## src/rtl/keyboard_fifo_ctrl_if.sv

```systemverilog
// Keyboard controller bus: character source, CPU-side KBSR/KBDR access
// and the interrupt line. The master drives the strobes and data; the slave
// (the controller) returns status, data and interrupt.
interface keyboard_fifo_ctrl_if #(
   parameter int DATA_W = 8
);
   logic [31:0]       data_in;
   logic [DATA_W-1:0] ASCII;
   logic              LD_ASCII;
   logic              LD_KBSR;
   logic              RD_KBDR;
   logic [31:0]       KBSR;
   logic [31:0]       KBDR;
   logic              KB_INT;

   modport master (
      output data_in, ASCII, LD_ASCII, LD_KBSR, RD_KBDR,
      input  KBSR, KBDR, KB_INT
   );

   modport slave (
      input  data_in, ASCII, LD_ASCII, LD_KBSR, RD_KBDR,
      output KBSR, KBDR, KB_INT
   );
endinterface

```

## src/rtl/keyboard_fifo_ctrl.sv

```systemverilog
// Keyboard input controller: a DEPTH-entry receive FIFO ahead of the
// CPU-visible KBDR, a KBSR status/control register with occupancy, full
// and sticky overflow flags, and a level interrupt on occupancy threshold
// or overflow.
module keyboard_fifo_ctrl #(
   parameter  int DATA_W = 8,
   parameter  int DEPTH  = 16,
   localparam int ADDR_W = $clog2(DEPTH)
) (
   input  logic                 clk,
   input  logic                 reset,
   keyboard_fifo_ctrl_if.slave  bus
);

   logic [DATA_W-1:0] mem_q [DEPTH];

   logic [ADDR_W-1:0] wr_ptr_q, wr_ptr_d;
   logic [ADDR_W-1:0] rd_ptr_q, rd_ptr_d;
   logic [ADDR_W:0]   count_q,  count_d;
   logic              ovf_q,    ovf_d;
   logic              ie_q,     ie_d;
   logic              oie_q,    oie_d;
   logic [7:0]        thresh_q, thresh_d;

   logic              rdy;
   logic              full;
   logic              push;
   logic              pop;
   logic              ovf_set;
   logic [7:0]        eff_th;
   logic [7:0]        count8;

   // Bits of data_in that carry no writable field.
   logic              unused_din;
   assign unused_din = ^{bus.data_in[31:30], bus.data_in[28:16], bus.data_in[13:8]};

   assign rdy     = (count_q != '0);
   assign full    = (count_q == (ADDR_W+1)'(DEPTH));
   // A pop frees a slot in the same cycle, so a full FIFO still accepts
   // a character when the CPU is reading.
   assign pop     = bus.RD_KBDR & rdy;
   assign push    = bus.LD_ASCII & (~full | bus.RD_KBDR);
   assign ovf_set = bus.LD_ASCII & full & ~bus.RD_KBDR;

   // Next-state for pointers, occupancy, overflow flag and control fields.
   always_comb begin
      wr_ptr_d = wr_ptr_q;
      rd_ptr_d = rd_ptr_q;
      count_d  = count_q;
      ovf_d    = ovf_q;
      ie_d     = ie_q;
      oie_d    = oie_q;
      thresh_d = thresh_q;

      if (push) wr_ptr_d = wr_ptr_q + ADDR_W'(1);
      if (pop)  rd_ptr_d = rd_ptr_q + ADDR_W'(1);

      case ({push, pop})
         2'b10:   count_d = count_q + (ADDR_W+1)'(1);
         2'b01:   count_d = count_q - (ADDR_W+1)'(1);
         default: count_d = count_q;
      endcase

      if (bus.LD_KBSR) begin
         ie_d     = bus.data_in[15];
         oie_d    = bus.data_in[14];
         thresh_d = bus.data_in[7:0];
         if (bus.data_in[29]) ovf_d = 1'b0;
      end
      // A drop in the same cycle as a W1C leaves the flag set.
      if (ovf_set) ovf_d = 1'b1;
   end

   // Control state register with synchronous reset.
   always_ff @(posedge clk) begin
      if (reset) begin
         wr_ptr_q <= '0;
         rd_ptr_q <= '0;
         count_q  <= '0;
         ovf_q    <= 1'b0;
         ie_q     <= 1'b0;
         oie_q    <= 1'b0;
         thresh_q <= '0;
      end else begin
         wr_ptr_q <= wr_ptr_d;
         rd_ptr_q <= rd_ptr_d;
         count_q  <= count_d;
         ovf_q    <= ovf_d;
         ie_q     <= ie_d;
         oie_q    <= oie_d;
         thresh_q <= thresh_d;
      end
   end

   // Character storage; contents are qualified by count, so no reset.
   always_ff @(posedge clk) begin
      if (push) mem_q[wr_ptr_q] <= bus.ASCII;
   end

   assign count8 = 8'(count_q);
   assign eff_th = (thresh_q == 8'd0) ? 8'd1 : thresh_q;

   assign bus.KBSR   = {rdy, full, ovf_q, 5'b0, count8, ie_q, oie_q, 6'b0, thresh_q};
   assign bus.KBDR   = rdy ? 32'(mem_q[rd_ptr_q]) : 32'd0;
   assign bus.KB_INT = (ie_q & (count8 >= eff_th)) | (oie_q & ovf_q);

endmodule

```

## src/flat_wrapper.sv

```systemverilog
// flat-port wrapper written by rule: the top's interface ports become plain ports
module keyboard_fifo_ctrl_flat 
#(
   parameter  int DATA_W = 8,
   parameter  int DEPTH  = 16,
   localparam int ADDR_W = $clog2(DEPTH)
)
  (clk, reset, bus_data_in, bus_ASCII, bus_LD_ASCII, bus_LD_KBSR, bus_RD_KBDR, bus_KBSR, bus_KBDR, bus_KB_INT);
  keyboard_fifo_ctrl_if #(.DATA_W(DATA_W)) bus_i ();
  input  logic clk;
  input  logic reset;
  input wire logic [$bits(bus_i.data_in)-1:0] bus_data_in;
  input wire logic [$bits(bus_i.ASCII)-1:0] bus_ASCII;
  input wire logic [$bits(bus_i.LD_ASCII)-1:0] bus_LD_ASCII;
  input wire logic [$bits(bus_i.LD_KBSR)-1:0] bus_LD_KBSR;
  input wire logic [$bits(bus_i.RD_KBDR)-1:0] bus_RD_KBDR;
  output wire logic [$bits(bus_i.KBSR)-1:0] bus_KBSR;
  output wire logic [$bits(bus_i.KBDR)-1:0] bus_KBDR;
  output wire logic [$bits(bus_i.KB_INT)-1:0] bus_KB_INT;
  assign bus_i.data_in = bus_data_in;
  assign bus_i.ASCII = bus_ASCII;
  assign bus_i.LD_ASCII = bus_LD_ASCII;
  assign bus_i.LD_KBSR = bus_LD_KBSR;
  assign bus_i.RD_KBDR = bus_RD_KBDR;
  assign bus_KBSR = bus_i.KBSR;
  assign bus_KBDR = bus_i.KBDR;
  assign bus_KB_INT = bus_i.KB_INT;
  keyboard_fifo_ctrl #(.DATA_W(DATA_W), .DEPTH(DEPTH)) u_core (.clk(clk), .reset(reset), .bus(bus_i));
endmodule
```

## config.mk

```make
export PLATFORM = sky130hd
export DESIGN_NAME = keyboard_fifo_ctrl_flat
export DESIGN_NICKNAME = d
export VERILOG_FILES = /design/src/rtl/keyboard_fifo_ctrl_if.sv /design/src/rtl/keyboard_fifo_ctrl.sv /design/src/flat_wrapper.sv
export SDC_FILE = /design/constraint.sdc
export NUM_CORES = 1
export LEC_CHECK = 0
export CORE_MARGIN = 3
export CORE_UTILIZATION = 35
export CTS_BUF_LIST = sky130_fd_sc_hd__clkbuf_16
export DETAILED_ROUTE_END_ITERATION = 8
export SLEW_MARGIN = 20
export SYNTH_ARGS = -nofsm -noshare
export SYNTH_HDL_FRONTEND = slang
export SYNTH_SLANG_ARGS = --single-unit
```

## constraint.sdc

```tcl
create_clock -name clk -period 4.3 [get_ports clk]
set_input_delay 0.86 -clock clk [delete_from_list [all_inputs] [get_ports clk]]
set_output_delay 0.86 -clock clk [all_outputs]
set_load 0.05 [all_outputs]
```

==> flow_summary.toml, run 1 <==
[setup_path]
crit_type = "flop to output pin"
required_ns = 3.44
cp-start-kind = "flop"
r2r_end = "u_core.count_q[4]"
cp_max_fo = 3
timing.rr.start = "u_core.count_q[1]"
cp_data_arrival_time_ns = 3.16
rr_worst_depth = 10
crit_path_end_kind = "output pin"
rrSetupSlack_ns = 1.01

[yosys]
synth_cells = 424
yosys.area_share.simple_pct = 5.13
ys_ff_latch = 156
synth_mux_area_share_pct = 14.1
synth.largest_area_cell = "edfxtp_1"
netlist-cell-type-count = 41
synth_compound_area_share_pct = 4.09
yosysWarnings = 0
synth_area_um2 = 6700
synth-xor-area-share_pct = 0.915
synth_edf_count = 128
yosys-top-cells-area = "edfxtp_1 57%, mux4_2 11%, dfxtp_1 8.4%"
synth-main-ff-cell = "edfxtp_1"
ys_seq_area_share_pct = 65.7
async_flop_share_pct = 0
synth_top_area_share_pct = 57.3
syn_area_per_cell_um2 = 15.8
synth_top_family_by_area = "multiplexers"
yosys.area_share.adder_pct = 2.91

[routing]
drt_wl_total_mm = 12.8
first_pass_iters = 4
post-route-drc-count = 0
via_per_inst = 4.88
drt.antenna.violating_nets = 0
route.vias.total = 3497
drt_iter0_markers = 211
wl_per_cell_um = 17.8

[global_route]
grt_usage_pct = 13.2
grt_antenna_before_repair = 0
first_global_vias = 3795
grt_max_degree = 33
grt_pass1_wl_mm = 20.5
grt_overflow = 0

[clock_tree]
cts_tree = "yes"
clockBufferDepth = 2
path_clk_slew_ns = 0.06
clk_root_buffer_cell = "clkbuf_16"
holdBufCountCts = 0
clk_latency_ns = 0.41
clock_sinks = 156
htree_levels = 4
cts_buffers = 17
postCtsSetupRepairBufs = 0
cts_resized = 0

[sta]
setup_ws_ns = 0.278
slew-limit-headroom_pct = 34.9
period_needed_ns = 4.02
setup_tns_ns = 0
finalSetupViolations = 0
finClkSkew_ns = 0.00530
tightestPinTransition_ns = 0.973
slew_viol_final = 0
finalHoldViolations = 0
post-route-period-util_pct = 93.5
rsz0062_at_grt = "no"
max_freq_mhz = 249

[place]
port_buffers = 50
dpl_worst_slack_ns = 0.593
placed_cell_area_um2 = 7290
placedCellCount = 685
gp_congestion = 0.734
hpwl_mm = 8.52

[run_status]
status = "finished, final reports clean"

[floorplanning]
die_h_um = 144
die_x_um = 144
core_um2 = 18400
dieArea_um2 = 20900
initial_core_util_pct = 36.4
io-pin-count = 110
num_rows = 49

[finish]
drive_above_1_share_pct = 15.0
nets = 535
final_area_um2 = 7880
layout.cells.non_filler = 717
area_growth_pct = 17.6
antenna_cells = 0

[job]
max-cap-violations = 0

[min_path]
hold_path.class = "flop to flop"
hold_depth = 2
holdPathEnd = "u_core.oie_q"
min_from = "u_core.oie_q"

[power_and_ir_drop]
power_density_nw_per_um2 = 585
total_power_mw = 4.61
leakagePower_nw = 2.68
ir_drop_mv = 0.442
==> worst max-delay path, stage by stage, from the launching register on <==
cell and delay [ns]:
dfxtp_1 0.33, nor3_1 0.33, a41o_1 0.24, ha_1 0.22, nand2b_1 0.14, a21o_1 0.17, a2111oi_0 0.45, o21ai_0 0.14
clkdlybuf4s50_1 0.72
==> worst max path at each step <==
| stage | start | end | slack (ns) |
|---|---|---|---|
| finish | u_core.thresh_q[7] | bus_KB_INT | 0.28 |
| global route | u_core.thresh_q[7] | bus_KB_INT | 0.08 |
| CTS | flop | bus_KBDR[1] | 0.24 |
| detailed placement | bus_RD_KBDR | u_core.count_q[4] | 0.59 |
| global placement | bus_RD_KBDR | u_core.count_q[4] | 0.61 |
| floorplan | u_core.thresh_q[7] | bus_KB_INT | 0.82 |
==> cells in the mapped netlist, types with 2 or more instances <==
| cell | instances |
|---|---|
| dfxtp_1 | 28 |
| mux2i_1 | 21 |
| nor2_1 | 46 |
| o211ai_1 | 3 |
| clkbuf_1 | 9 |
| mux4_2 | 32 |
| buf_4 | 44 |
| buf_1 | 2 |
| and3_1 | 2 |
| xor2_1 | 6 |
| nor3_1 | 5 |
| nand2_1 | 8 |
| edfxtp_1 | 128 |
| a211oi_1 | 16 |
| a21o_1 | 3 |
| ha_1 | 14 |
| nor2b_1 | 8 |
| nand2b_1 | 3 |
| inv_1 | 15 |
| a21oi_1 | 4 |
| buf_2 | 7 |
==> kinds of logic after synthesis <==
| group | count (synthesis) |
|---|---|
| flip-flops | 156 |
| buffers and inverters | 79 |
| AND/OR/NAND/NOR | 77 |
| multiplexers | 54 |
| AO/OA/AOI/OAI | 35 |
| adder cells (fa/ha/maj) | 15 |
| XOR/XNOR | 7 |
| other | 1 |
==> metal layers <==
layer | track usage (%) | routed length (um)
met5 | 0 | 0
met3 | 3.94 | 803
met1 | 16.3 | 5430
met4 | 4.07 | 140
met2 | 22.4 | 6410
==> sequential cells by signal, indices dropped and copies added (netlist names), named ones only <==
register         count
u_core.ovf_q         1
u_core.thresh_q      8
u_core.rd_ptr_q      4
u_core.mem_q       128
u_core.count_q       5
u_core.oie_q         1
u_core.wr_ptr_q      4
u_core.ie_q          1
==> power by group <==
part | internal [mW] | total, mW | leakage (nW) | switching [mW]
logic | 0.478 | 1.34 | 1.01 | 0.863
clock network | 0.910 | 1.50 | 0.284 | 0.590
registers | 1.70 | 1.77 | 1.39 | 0.0761
==> stage by stage <==
stage / utilization (%) / hold WS [ns]
2_1_floorplan: - / 0.475
3_3_place_gp: 39.6 / 0.506
3_5_place_dp: 39.6 / 0.518
4_1_cts: 42.9 / 0.538
5_1_grt: 42.9 / 0.572
6_report: 42.9 / 0.531
==> cells in the final DEF (no fill, tap or decap), drive strengths merged, types with 2 or more instances in the layout <==
cell type	netlist	layout
nand2	8	8
bufinv	0	3
a211oi	16	16
clkbuf	10	17
mux2i	21	21
nor2	46	46
buf	54	9
inv	15	20
nand2b	3	3
nor3	5	5
clkinv	0	3
nor2b	8	8
a21oi	5	5
conb	1	38
xor2	6	6
o211ai	3	3
clkinvlp	0	4
clkdlybuf4s50	0	50
ha	14	14
dfxtp	28	28
edfxtp	128	128
a21o	3	3
o21ai	2	2
and3	2	2
mux4	32	32
==> final cells by class <==
class                      count  area [um2]
multi-input combinational    226        1960
sequential                   156        4410
tap                          229         287
clock inverter                15         170
clock buffer                  17         425
fill                        1654       10500
timing repair buffer          59         581
inverter                      15        56.3
Note: power is estimated with default switching activity, not from simulation.
==> inputs of run 2 (changes only) <==
--- a/config.mk
+++ b/config.mk
@@ -5,7 +5,7 @@
 export SDC_FILE = /design/constraint.sdc
 export NUM_CORES = 1
 export LEC_CHECK = 0
-export CORE_MARGIN = 3
+export CORE_MARGIN = 1
 export CORE_UTILIZATION = 35
 export CTS_BUF_LIST = sky130_fd_sc_hd__clkbuf_16
 export DETAILED_ROUTE_END_ITERATION = 8
==> flow_summary.toml, run 2 (same netlist as run 1, synthesis figures left out) <==
[min_path]
hold_path.class = "flop to flop"

[job]
max-cap-violations = 0

[sta]
finClkSkew_ns = 0.00898
tightestPinTransition_ns = 1.03
slew-limit-headroom_pct = 30.9
post-route-period-util_pct = 92.0
finalHoldViolations = 0
slew_viol_final = 0
setup_tns_ns = 0
setup_ws_ns = 0.343
period_needed_ns = 3.96
rsz0062_at_grt = "no"
finalSetupViolations = 0
max_freq_mhz = 253

[place]
dpl_worst_slack_ns = 0.551
hpwl_mm = 8.43
placedCellCount = 690
port_buffers = 50
gp_congestion = 0.741
placed_cell_area_um2 = 7310

[setup_path]
required_ns = 3.44
slowest_stage = "clkdlybuf4s50_1"
rrSetupSlack_ns = 0.99
cp-start-kind = "flop"
crit_type = "flop to output pin"
cp_num_buf_inv = 1
crit_top_cell = "a211oi_1"
max_stage_delay_ns = 0.90
critPathTopFamily = "buffers and inverters"
path_cells = "mux4_2 -> nor2b_1 -> a211oi_1 -> a211oi_1 -> clkdlybuf4s50_1"
crit_path_end_kind = "output pin"
cp_max_fo = 14
cp_data_arrival_time_ns = 3.10

[clock_tree]
path_clk_slew_ns = 0.06
htree_levels = 4
cts_resized = 0
holdBufCountCts = 0
clk_root_buffer_cell = "clkbuf_16"
postCtsSetupRepairBufs = 0
clk_latency_ns = 0.42
cts_tree = "yes"
cts_buffers = 17
clockBufferDepth = 2
clock_sinks = 156

[routing]
first_pass_iters = 4
post-route-drc-count = 0
via_per_inst = 4.89
drt_iter0_markers = 198
drt_wl_total_mm = 12.8
route.vias.total = 3524
wl_per_cell_um = 17.7
drt.antenna.violating_nets = 0

[power_and_ir_drop]
power_density_nw_per_um2 = 585
ir_drop_mv = 0.338
leakagePower_nw = 2.68

[finish]
layout_commonest_cell = "edfxtp_1"
layout.cells.non_filler = 721
final_cell_mix = "128 x edfxtp_1, 50 x clkdlybuf4s50_1, 46 x nor2_1, 38 x conb_1, 32 x mux4_2"
final_core_util_pct = 42.1
fillers = 1695
final_area_um2 = 7900
seqCellArea_um2 = 4410
largest_register_ffs = 128
reg_top3 = "u_core.mem_q x128, u_core.thresh_q x8, u_core.count_q x5"
antenna_cells = 0
area_growth_pct = 17.8
multiInputGateArea_um2 = 1960
drive_above_1_share_pct = 15.6
nets = 535
regMostFlops = "u_core.mem_q"

[floorplanning]
die_x_um = 140
dieArea_um2 = 19700
die_h_um = 140
initial_core_util_pct = 35.7
core_um2 = 18800
io-pin-count = 110
num_rows = 50

[global_route]
grt_antenna_before_repair = 0
grt_max_degree = 33
grt_usage_pct = 13.8
grt_pass1_wl_mm = 19.9
first_global_vias = 3658
grt_overflow = 0

[run_status]
status = "finished, final reports clean"
run 2: cell count changes in the layout (fill, tap and decap cells not counted), sizes merged:
| cell | before | now |
|---|---|---|
| inv | 20 | 19 |
| clkinvlp | 4 | 3 |
| clkinv | 3 | 5 |
| bufinv | 3 | 2 |
run 2: layout make-up:
type / instances / share of cell area (%)
Sequential cell: 156 / 55.8
Multi-Input combinational cell: 226 / 24.8
Timing Repair Buffer: 59 / 7.51
Clock buffer: 17 / 5.39
Tap cell: 234 / 3.71
Clock inverter: 14 / 2.08
Inverter: 15 / 0.713
run 2: layer usage:
layer	vias up	wire length (um)	GRT usage [%]
met4	0	48	5.21
met3	8	567	3.56
met2	103	6530	23.4
met1	1794	5620	16.9
met5	-	0	0
li1	1619	-	-
run 2: per-stage QoR:
| step | hold WS (ns) | total power, mW |
|---|---|---|
| 2_1_floorplan | 0.475 | 2.80 |
| 3_3_place_gp | 0.507 | 3.14 |
| 3_5_place_dp | 0.515 | 3.17 |
| 4_1_cts | 0.539 | 4.66 |
| 5_1_grt | 0.568 | 4.82 |
| 6_report | 0.534 | 4.62 |
run 2: worst paths after layout:
path	startpoint	end	cells past startpoint
min reg2reg	u_core.rd_ptr_q[3]	flop	2
max	flop	bus_KBDR[1]	5
min	u_core.rd_ptr_q[3]	flop	2
max reg2reg	u_core.count_q[0]	u_core.count_q[4]	10
run 2: power breakdown:
part,internal [mW],switching (mW)
registers,1.70,0.0700
clock network,0.866,0.621
logic,0.496,0.866
run 2: tightest hold or removal path, cell delays in order, from the launching register on:
cell and delay, ns:
dfxtp_1 0.32, xor2_1 0.06, nor2_1 0.11
==> inputs of run 3 (changes only) <==
--- a/config.mk
+++ b/config.mk
@@ -8,6 +8,7 @@
 export CORE_MARGIN = 1
 export CORE_UTILIZATION = 35
 export CTS_BUF_LIST = sky130_fd_sc_hd__clkbuf_16
+export CTS_CLUSTER_SIZE = 12
 export DETAILED_ROUTE_END_ITERATION = 8
 export SLEW_MARGIN = 20
 export SYNTH_ARGS = -nofsm -noshare
==> results of run 3 <==
Final layout, timing and power as in run 2 (identical DEF).
